## config.mk

```make
export PLATFORM = sky130hd
export DESIGN_NAME = instr_fetch_unit
export DESIGN_NICKNAME = d
export VERILOG_FILES = /design/src/rtl/instr_fetch_unit.sv
export SDC_FILE = /design/constraint.sdc
export NUM_CORES = 1
export LEC_CHECK = 0
export CORE_AREA = 5 5 141 143
export CTS_BUF_LIST = sky130_fd_sc_hd__clkbuf_2 sky130_fd_sc_hd__clkbuf_4 sky130_fd_sc_hd__clkbuf_8
export DETAILED_ROUTE_END_ITERATION = 8
export DIE_AREA = 0 0 146 148
export PLACE_DENSITY = 0.68
export SETUP_SLACK_MARGIN = 0.05
export SLEW_MARGIN = 20
export SYNTH_ARGS = -nofsm -noshare
export SYNTH_HDL_FRONTEND = slang
export SYNTH_SLANG_ARGS = --single-unit
```

## constraint.sdc

```tcl
create_clock -name clk -period 16.6 [get_ports clk]
set_input_delay 4.98 -clock clk [delete_from_list [all_inputs] [get_ports clk]]
set_output_delay 4.98 -clock clk [all_outputs]
set_load 0.01 [all_outputs]
```

## src/rtl/instr_fetch_unit.sv

```systemverilog
// Fetch stage: turns PC word addresses into {pc, instruction} pairs queued for decode,
// with one outstanding memory read at a time and flush support for taken branches.
module instr_fetch_unit #(
  parameter int ADDR_W = 32,
  parameter int DATA_W = 32,
  parameter int DEPTH  = 2
) (
  input  logic              clk,
  input  logic              rst,
  input  logic [ADDR_W-1:0] pc_in,
  input  logic              pc_valid,
  output logic              pc_ready,
  input  logic              flush,
  output logic              mem_req,
  output logic [ADDR_W-1:0] mem_addr,
  input  logic              mem_ack,
  input  logic [DATA_W-1:0] mem_rdata,
  output logic              ir_valid,
  input  logic              ir_ready,
  output logic [DATA_W-1:0] ir_out,
  output logic [ADDR_W-1:0] ir_pc
);

  localparam int PW = $clog2(DEPTH);
  localparam int CW = PW + 1;

  typedef enum logic [1:0] {IDLE, BUSY, DISCARD} state_t;

  state_t            state;
  logic [CW-1:0]     count;
  logic [PW-1:0]     wptr;
  logic [PW-1:0]     rptr;
  logic [DATA_W-1:0] q_data [DEPTH];
  logic [ADDR_W-1:0] q_pc   [DEPTH];
  logic              push;
  logic              pop;

  // Only accept a new PC with nothing outstanding and guaranteed room, so the queue never overflows.
  assign pc_ready = !rst && (state == IDLE) && !flush && (count < CW'(DEPTH));
  assign push     = (state == BUSY) && mem_ack && !flush;
  assign pop      = ir_valid && ir_ready && !flush;
  assign ir_valid = (count != '0);
  assign ir_out   = q_data[rptr];
  assign ir_pc    = q_pc[rptr];

  always_ff @(posedge clk) begin
    if (rst) begin
      state    <= IDLE;
      mem_req  <= 1'b0;
      mem_addr <= '0;
    end else begin
      case (state)
        IDLE: begin
          if (pc_valid && pc_ready) begin
            mem_addr <= pc_in;
            mem_req  <= 1'b1;
            state    <= BUSY;
          end
        end
        BUSY: begin
          if (mem_ack) begin
            mem_req <= 1'b0;
            state   <= IDLE;
          end else if (flush) begin
            state <= DISCARD;
          end
        end
        DISCARD: begin
          if (mem_ack) begin
            mem_req <= 1'b0;
            state   <= IDLE;
          end
        end
        default: begin
          mem_req <= 1'b0;
          state   <= IDLE;
        end
      endcase
    end
  end

  // Flush voids any push or pop in the same cycle; stale storage is left in place.
  always_ff @(posedge clk) begin
    if (rst) begin
      count <= '0;
      wptr  <= '0;
      rptr  <= '0;
      for (int i = 0; i < DEPTH; i++) begin
        q_data[i] <= '0;
        q_pc[i]   <= '0;
      end
    end else if (flush) begin
      count <= '0;
      wptr  <= '0;
      rptr  <= '0;
    end else begin
      if (push) begin
        q_data[wptr] <= mem_rdata;
        q_pc[wptr]   <= mem_addr;
        wptr         <= wptr + PW'(1);
      end
      if (pop) begin
        rptr <= rptr + PW'(1);
      end
      case ({push, pop})
        2'b10:   count <= count + CW'(1);
        2'b01:   count <= count - CW'(1);
        default: count <= count;
      endcase
    end
  end

endmodule

```

==> impl_metrics.yaml, run 1 <==
run_status:
  status: "finished, final reports clean"
sta:
  slew_violations: 0
  fin_crit_ps: 11590
  finalCritPeriodShare_pct: 69.8
  fmax_ghz: 0.0863
  grt_setup_unrepaired: "no"
  finalSetupTns_ps: 0
  max_slew.worst_pin.slew_ps: 985
  fin_worst_skew_ps: 11.0
  setup_viol: 0
  hold_viol_final: 0
  timing.slew.headroom_pct: 34.3
critical_path:
  crit_end: "pc_ready"
  path_max_fanout: 8
  r2r-start: "state[1]"
  r2r_slack_ps: 13730
  required_ps: 11620
  cp-start-kind: "input pin"
  r2r_cells: 6
  end_kind: "primary output"
  crit_start: "flush"
  arrival_ps: 6610
  criticalPathCategory: "input pin to primary output"
  r2r_end: "q_pc[1][31]"
synthesis:
  syn-num-nets: 607
  ys.warnings.count: 0
  synthMostInstantiatedCell: "edfxtp_1"
  synth_area_leaders: "edfxtp_1, dfxtp_1, mux2_2"
  synth_enable_flop_cells: 128
  synth_seq_area_share_pct: 65.4
  synth_top_area_share_pct: 54.2
  syn_inst: 533
  synth_top_area_cell: "edfxtp_1"
  syn_area_um2: 7100
  syn_avg_cell_area_um2: 13.3
  synth_cell_types: 30
  ys_ff_latch: 168
  ys.flop_type: "edfxtp_1"
  synth_common_cells: "edfxtp_1, and2_1, nand2_1, mux2_2, dfxtp_1"
  async_reset_ff_share_pct: 0
clocking:
  clockBufferDepth: 2
  numCtsBuffers: 17
  clock-sinks: 168
  clk_latency_ps: 440
  clkTransAtPathRegs_ps: 80
  htreeDepth: 4
  postCtsSetupBuffers: 0
  tritoncts: "done"
  root_buffer: "clkbuf_8"
  post_cts_resized: 0
  hold_buffers: 0
routing:
  detail_route.iter0.violations: 166
  first_pass_iters: 4
  detail-route-antenna-nets: 0
  avgRoutedWirePerCell_um: 16.7
  vias_per_cell: 4.76
  finalWirelength_um: 15700
  vias: 4470
  drc: 0
flow_run:
  maxCapViolations: 0
min_path:
  min_path_type: "flop to flop"
placed_design:
  place.gp.congestion: 0.754
  place_area_um2: 8940
  dp_hpwl_um: 9980
  numPortBuffers: 168
global_routing:
  grt_pass1_wl_um: 25500
  grt_use_total_pct: 14.9
  grt_pass1_vias: 4769
  grt_overflow: 0
  grt_max_degree: 66
  grt_antenna_before_repair: 0
die:
  start_util_pct: 38.5
  die_w_um: 146
  core-area_um2: 18500
  row_count: 50
  ios: 169
  die_area_um2: 21600
  fp.dieH_um: 148
cells_and_area:
  syn_to_final_growth_pct: 31.8
  diodes: 0
  final_area_um2: 9360
  layout-drive-gt1-share_pct: 21.0
  final_nets: 767
power_and_ir_drop:
  ir_drop_v: 0.0000466
  p_leak_nw: 3.41
  power_uw: 840
  cellPowerDensity_nw_per_um2: 89.8
-- registers in the layout, summed over array words and instances, names as in the netlist, named ones only --
| signal | flops |
|---|---|
| q_data | 64 |
| q_pc | 64 |
| mem_addr | 32 |
| count | 2 |
| state | 2 |
| mem_req | 1 |
| rptr | 1 |
| wptr | 1 |
-- placed cells by master (no fill, tap or decap), types with 5 or more instances in the layout --
cell,instances
dfxtp_1,39
edfxtp_1,128
clkdlybuf4s50_1,167
and2_1,89
clkbuf_8,18
nor2_1,6
mux2_2,64
buf_4,5
a21oi_1,35
inv_1,5
and2_2,39
nand2_1,67
-- where the power goes --
part / internal, mW / switching [mW] / total [mW]
clock: 0.156 / 0.145 / 0.301
combinational: 0.0384 / 0.0299 / 0.0683
sequential: 0.465 / 0.00553 / 0.471
-- metrics by stage --
step / instances / utilization [%] / hold slack, ps / worst slack, ps
after CTS: 940 / 50.7 / 483 / 5010
after global placement: 908 / 48.5 / 470 / 5060
after detailed placement: 908 / 48.5 / 468 / 5030
after floorplan: 533 / - / 472 / 6020
after global routing: 940 / 50.7 / 508 / 4900
final: 940 / 50.7 / 483 / 5010
-- per-layer routing --
| layer | share of wire [%] | global-route usage [%] |
|---|---|---|
| met5 | 0 | 0 |
| met4 | 1.5 | 4.66 |
| met3 | 5.2 | 4.26 |
| met2 | 49 | 25.0 |
| met1 | 44 | 18.8 |
-- cells by family (layout without fill, tap and decap cells) --
| group | count (synthesis) | count (layout) | share of synthesized area [%] |
|---|---|---|---|
| buffers and inverters | 37 | 210 | 2.78 |
| muxes | 64 | 64 | 10.2 |
| xor gates and xnor gates | 4 | 4 | 0.494 |
| and+or+nand+nor | 213 | 213 | 17.2 |
| adders and majority gates | 4 | 4 | 0.705 |
| AOI/OAI and AO/OA | 43 | 43 | 3.28 |
| DFF | 168 | 168 | 65.4 |
-- critical path, stage by stage --
cell and delay (ps):
clkdlybuf4s50_1 460, or2_1 390, nor3_1 200, clkdlybuf4s50_1 570
-- worst min path at each step --
stage | start | end | slack [ps] | cells past startpoint
4_1_cts | mem_addr[12] | mem_addr[12] | 480 | 2
2_1_floorplan | rptr | flop | 470 | 2
6_report | mem_addr[12] | mem_addr[12] | 480 | 2
5_1_grt | mem_addr[12] | mem_addr[12] | 510 | 2
3_5_place_dp | mem_addr[12] | mem_addr[12] | 470 | 2
3_3_place_gp | mem_addr[14] | mem_addr[14] | 470 | 2
-- cell type report --
class | count | area, um^2
repair buffers | 173 | 1710
multi-input cells | 328 | 2270
inverters | 5 | 18.8
well taps | 234 | 293
fillers | 1571 | 9100
flip-flops and latches | 168 | 4650
clock buffers | 20 | 263
clock inverters | 12 | 150
No activity file was read; power rests on OpenSTA's default activity.
==> run 2: changes to the inputs <==
--- a/config.mk
+++ b/config.mk
@@ -9,7 +9,7 @@
 export CTS_BUF_LIST = sky130_fd_sc_hd__clkbuf_2 sky130_fd_sc_hd__clkbuf_4 sky130_fd_sc_hd__clkbuf_8
 export DETAILED_ROUTE_END_ITERATION = 8
 export DIE_AREA = 0 0 146 148
-export PLACE_DENSITY = 0.68
+export PLACE_DENSITY = 0.7
 export SETUP_SLACK_MARGIN = 0.05
 export SLEW_MARGIN = 20
 export SYNTH_ARGS = -nofsm -noshare
==> constraint.sdc (replaced) <==
create_clock -name clk -period 10.3 [get_ports clk]
set_input_delay 3.09 -clock clk [delete_from_list [all_inputs] [get_ports clk]]
set_output_delay 3.09 -clock clk [all_outputs]
set_load 0.01 [all_outputs]
==> run 2 against run 1 <==
Clock power grew 64%. Critical endpoint unchanged. Register-to-register slack lost 6200 ps. Cell count grew 0.11%. Flip-flop and latch count is the same. First-iteration DRC count grew 39%. Worst hold slack gained 7.8 ps. Routed wire length grew 0.57%. Sequential share of layout area shrank 0.11 points. Sequential power grew 61%.
==> impl_metrics.yaml, run 2 (same netlist as run 1, synthesis figures left out) <==
critical_path:
  path_max_fanout: 40
  cp-start-kind: "input pin"
  end_kind: "primary output"
  arrival_ps: 4910
  criticalPathCategory: "input pin to primary output"
  r2r_cells: 6
  required_ps: 7210
cells_and_area:
  diodes: 0
  final_nets: 768
  layout_commonest_cell: "clkdlybuf4s50_1"
  nFillCells: 1584
  final_area_um2: 9380
  top_regs: "q_data x64, q_pc x64, mem_addr x32"
  final_cell_mix: "clkdlybuf4s50_1, edfxtp_1, and2_1, nand2_1, mux2_2"
  layout-drive-gt1-share_pct: 20.5
  syn_to_final_growth_pct: 32.1
die:
  die_area_um2: 21600
  die_w_um: 146
  row_count: 50
  start_util_pct: 38.5
  fp.dieH_um: 148
  core-area_um2: 18500
  ios: 169
sta:
  fin_crit_ps: 8000
  timing.slew.headroom_pct: 35.3
  finalSetupTns_ps: 0
  setup_viol: 0
  fin_worst_skew_ps: 9.06
  max_slew.worst_pin.slew_ps: 970
  finalCritPeriodShare_pct: 77.7
  grt_setup_unrepaired: "no"
  fmax_ghz: 0.125
  slew_violations: 0
  hold_viol_final: 0
  whs_ps: 490
power_and_ir_drop:
  power_mw: 1.36
  ir_drop_v: 0.0000678
  p_leak_nw: 3.41
  cellPowerDensity_nw_per_um2: 145
clocking:
  hold_buffers: 0
  clock-sinks: 168
  htreeDepth: 4
  postCtsSetupBuffers: 0
  tritoncts: "done"
  clkTransAtPathRegs_ps: 90
  clk_latency_ps: 440
  clockBufferDepth: 2
  post_cts_resized: 0
  numCtsBuffers: 17
  root_buffer: "clkbuf_8"
min_path:
  holdPathStages: 2
  min_path_type: "flop to flop"
routing:
  finalWirelength_um: 15800
  wl_met1_um: 6970
  vias: 4464
  dr_wl_met3_um: 757
  drc: 0
  top_layer_used: "met4"
  met2WireLength_um: 7920
  detail_route.iter0.violations: 230
  avgRoutedWirePerCell_um: 16.8
  first_pass_iters: 4
  detail-route-antenna-nets: 0
  vias_per_cell: 4.74
run_status:
  status: "finished, final reports clean"
global_routing:
  grt_antenna_before_repair: 0
  grt_max_degree: 66
  grt_overflow: 0
  grt_use_total_pct: 15.1
  grt_pass1_wl_um: 25700
  grt_pass1_vias: 4989
flow_run:
  maxCapViolations: 0
placed_design:
  place_area_um2: 8960
  place.gp.congestion: 0.748
  numPortBuffers: 168
  dp_hpwl_um: 10100
==> run 2: cell type report <==
type                            instances  area, um^2  area share, %
Sequential cell                       168        4650           49.6
Multi-Input combinational cell        328        2270           24.2
Timing Repair Buffer                  174        1730           18.4
Tap cell                              234         293           3.12
Clock buffer                           18         241           2.58
Clock inverter                         14         180           1.92
Inverter                                5        18.8          0.200
==> run 2: per-layer routing <==
layer | track usage, % | up-vias
met5 | 0 | -
met4 | 5.27 | 0
met3 | 3.65 | 16
met2 | 26.1 | 142
met1 | 18.5 | 2154
li1 | - | 2152
==> run 2: power by group <==
| group | internal (mW) | leakage, nW | switching [mW] | total [mW] |
|---|---|---|---|---|
| combinational | 0.0624 | 1.55 | 0.0486 | 0.111 |
| clock | 0.264 | 0.203 | 0.230 | 0.494 |
| sequential | 0.749 | 1.65 | 0.00906 | 0.758 |
==> run 2: critical path: stages <==
cell and delay (ps):
clkdlybuf4s50_1 390, buf_4 270, or2_1 410, nor3_1 190
clkdlybuf4s50_1 570
==> run 2: through the flow <==
| stage | utilization, % | worst slack (ps) | instances |
|---|---|---|---|
| after floorplan | - | 3250 | 533 |
| after global placement | 48.5 | 2320 | 909 |
| after detailed placement | 48.5 | 2310 | 909 |
| after CTS | 50.8 | 2300 | 941 |
| after global routing | 50.8 | 2210 | 941 |
| final | 50.8 | 2300 | 941 |
==> run 2: worst paths after layout <==
kind / startpoint / slack, ps / to
worst min register to register: mem_addr[16] / 490 / mem_addr[16]
worst max-delay path: rst / 2300 / pc_ready
worst min-delay path: mem_addr[16] / 490 / mem_addr[16]
worst max register to register: state[1] / 7500 / q_pc[1][0]
==> run 3: changes to the inputs <==
--- a/config.mk
+++ b/config.mk
@@ -9,7 +9,7 @@
 export CTS_BUF_LIST = sky130_fd_sc_hd__clkbuf_2 sky130_fd_sc_hd__clkbuf_4 sky130_fd_sc_hd__clkbuf_8
 export DETAILED_ROUTE_END_ITERATION = 8
 export DIE_AREA = 0 0 146 148
-export PLACE_DENSITY = 0.7
+export PLACE_DENSITY = 0.68
 export SETUP_SLACK_MARGIN = 0.05
 export SLEW_MARGIN = 20
 export SYNTH_ARGS = -nofsm -noshare
==> constraint.sdc (replaced) <==
create_clock -name clk -period 7.7 [get_ports clk]
set_input_delay 2.31 -clock clk [delete_from_list [all_inputs] [get_ports clk]]
set_output_delay 2.31 -clock clk [all_outputs]
set_load 0.01 [all_outputs]
==> run 3 against run 2 <==
Non-clock buffer count stayed put. Global-route usage is 0.25 points lower. Critical endpoint unchanged. Worst hold slack worse by 0.82 ps. Clock-buffer cell count is 7 higher.
==> impl_metrics.yaml, run 3 (same netlist as run 1, synthesis figures left out) <==
run_status:
  status: "finished, final reports clean"
placed_design:
  place.gp.congestion: 0.773
  numPortBuffers: 168
  dp_hpwl_um: 10100
  dp.cells: 909
global_routing:
  grt_antenna_before_repair: 0
  grt_max_degree: 66
  grt_pass1_wl_um: 25200
  grt_use_total_pct: 14.8
  grt_overflow: 0
  grt_pass1_vias: 4825
die:
  die_area_um2: 21600
  start_util_pct: 38.5
  core-area_um2: 18500
  row_count: 50
  fp.dieH_um: 148
  die_w_um: 146
  ios: 169
critical_path:
  cp-start-kind: "input pin"
  arrival_ps: 3950
  required_ps: 5390
  path_cells: "buf_2, or2_1, nor3_1, clkdlybuf4s50_1"
  path_max_fanout: 40
  worstSetupPathDepth: 4
  r2r_cells: 6
  path_delay_family: "buffers and inverters"
  slowest_stage: "buf_2"
  criticalPathCategory: "input pin to primary output"
  crit_buf_inv: 2
  end_kind: "primary output"
  slowest_delay_ps: 610
routing:
  first_pass_iters: 4
  avgRoutedWirePerCell_um: 16.8
  drc: 0
  vias_per_cell: 4.82
  detail_route.iter0.violations: 209
  detail-route-antenna-nets: 0
  finalWirelength_um: 15800
  vias: 4540
clocking:
  hold_buffers: 0
  clock-sinks: 168
  postCtsSetupBuffers: 0
  clockBufferDepth: 2
  post_cts_resized: 0
  root_buffer: "clkbuf_8"
  clk_latency_ps: 440
  htreeDepth: 4
  numCtsBuffers: 17
  clkTransAtPathRegs_ps: 70
  tritoncts: "done"
cells_and_area:
  final_nets: 768
  syn_to_final_growth_pct: 31.9
  layout-drive-gt1-share_pct: 21.2
  diodes: 0
  finalNonFillerCells: 941
  final_cell_mix: "clkdlybuf4s50_1, edfxtp_1, and2_1, nand2_1, mux2_2"
  layout_commonest_cell: "clkdlybuf4s50_1"
  top_regs: "q_data x64, q_pc x64, mem_addr x32"
sta:
  hold_viol_final: 0
  grt_setup_unrepaired: "no"
  timing.slew.headroom_pct: 35.2
  setup_viol: 0
  finalCritPeriodShare_pct: 81.3
  max_slew.worst_pin.slew_ps: 972
  fin_worst_skew_ps: 12.9
  fmax_ghz: 0.160
  whs_ps: 490
  finalSetupTns_ps: 0
  fin_crit_ps: 6260
  slew_violations: 0
power_and_ir_drop:
  seq_power_share_pct: 56.4
  clkPwrFrac_pct: 35.2
  cellPowerDensity_nw_per_um2: 192
  swShare_pct: 21.3
  ir_drop_v: 0.000128
  power_mw: 1.80
  p_switching_uw: 383
  p_int_mw: 1.41
  p_leak_nw: 3.42
  p_comb_share_pct: 8.3
min_path:
  holdPathStages: 2
  min_path_type: "flop to flop"
flow_run:
  maxCapViolations: 0
-- run 3: area by class of cell --
class                   count  area (um^2)
clock inverters             7         93.8
repair buffers            174         1730
inverters                   5         18.8
clock buffers              25          307
flip-flops and latches    168         4650
well taps                 234          293
multi-input cells         328         2270
fillers                  1593         9090
-- run 3: power groups by stage --
stage / registers [mW] / logic, mW / clock network, mW
after global routing: 1.02 / 0.161 / 0.689
after detailed placement: 1.04 / 0.151 / 0
after floorplan: 1.04 / 0.0544 / 0
final: 1.01 / 0.150 / 0.633
after global placement: 1.03 / 0.148 / 0
after CTS: 1.01 / 0.152 / 0.647
-- run 3: final timing paths --
check	slack (ps)	end	from
max	1440	pc_ready	rst
min	490	mem_addr[0]	mem_addr[0]
max reg2reg	4870	q_pc[1][0]	state[1]
min reg2reg	490	mem_addr[0]	mem_addr[0]
-- run 3: per-stage QoR --
| step | util (%) | setup WS, ps | area (um^2) |
|---|---|---|---|
| 2_1_floorplan | - | 1430 | 7100 |
| 3_3_place_gp | 48.5 | 1490 | 8940 |
| 3_5_place_dp | 48.6 | 1460 | 8960 |
| 4_1_cts | 50.7 | 1450 | 9360 |
| 5_1_grt | 50.7 | 1320 | 9360 |
| 6_report | 50.7 | 1440 | 9360 |
-- run 3: routing by layer --
metal / GRT usage [%] / up-vias / wire length, um / share of wire (%)
met2: 24.7 / 158 / 7610 / 48
met1: 18.5 / 2199 / 7060 / 45
met3: 4.17 / 25 / 857 / 5.4
li1: - / 2158 / - / -
met5: 0 / - / 0 / 0
met4: 5.36 / 0 / 286 / 1.8
-- run 3: tightest hold or removal path, stage by stage, from the launching register on --
cell	delay (ps)
dfxtp_1	330
nand2_1	60
a21oi_1	50
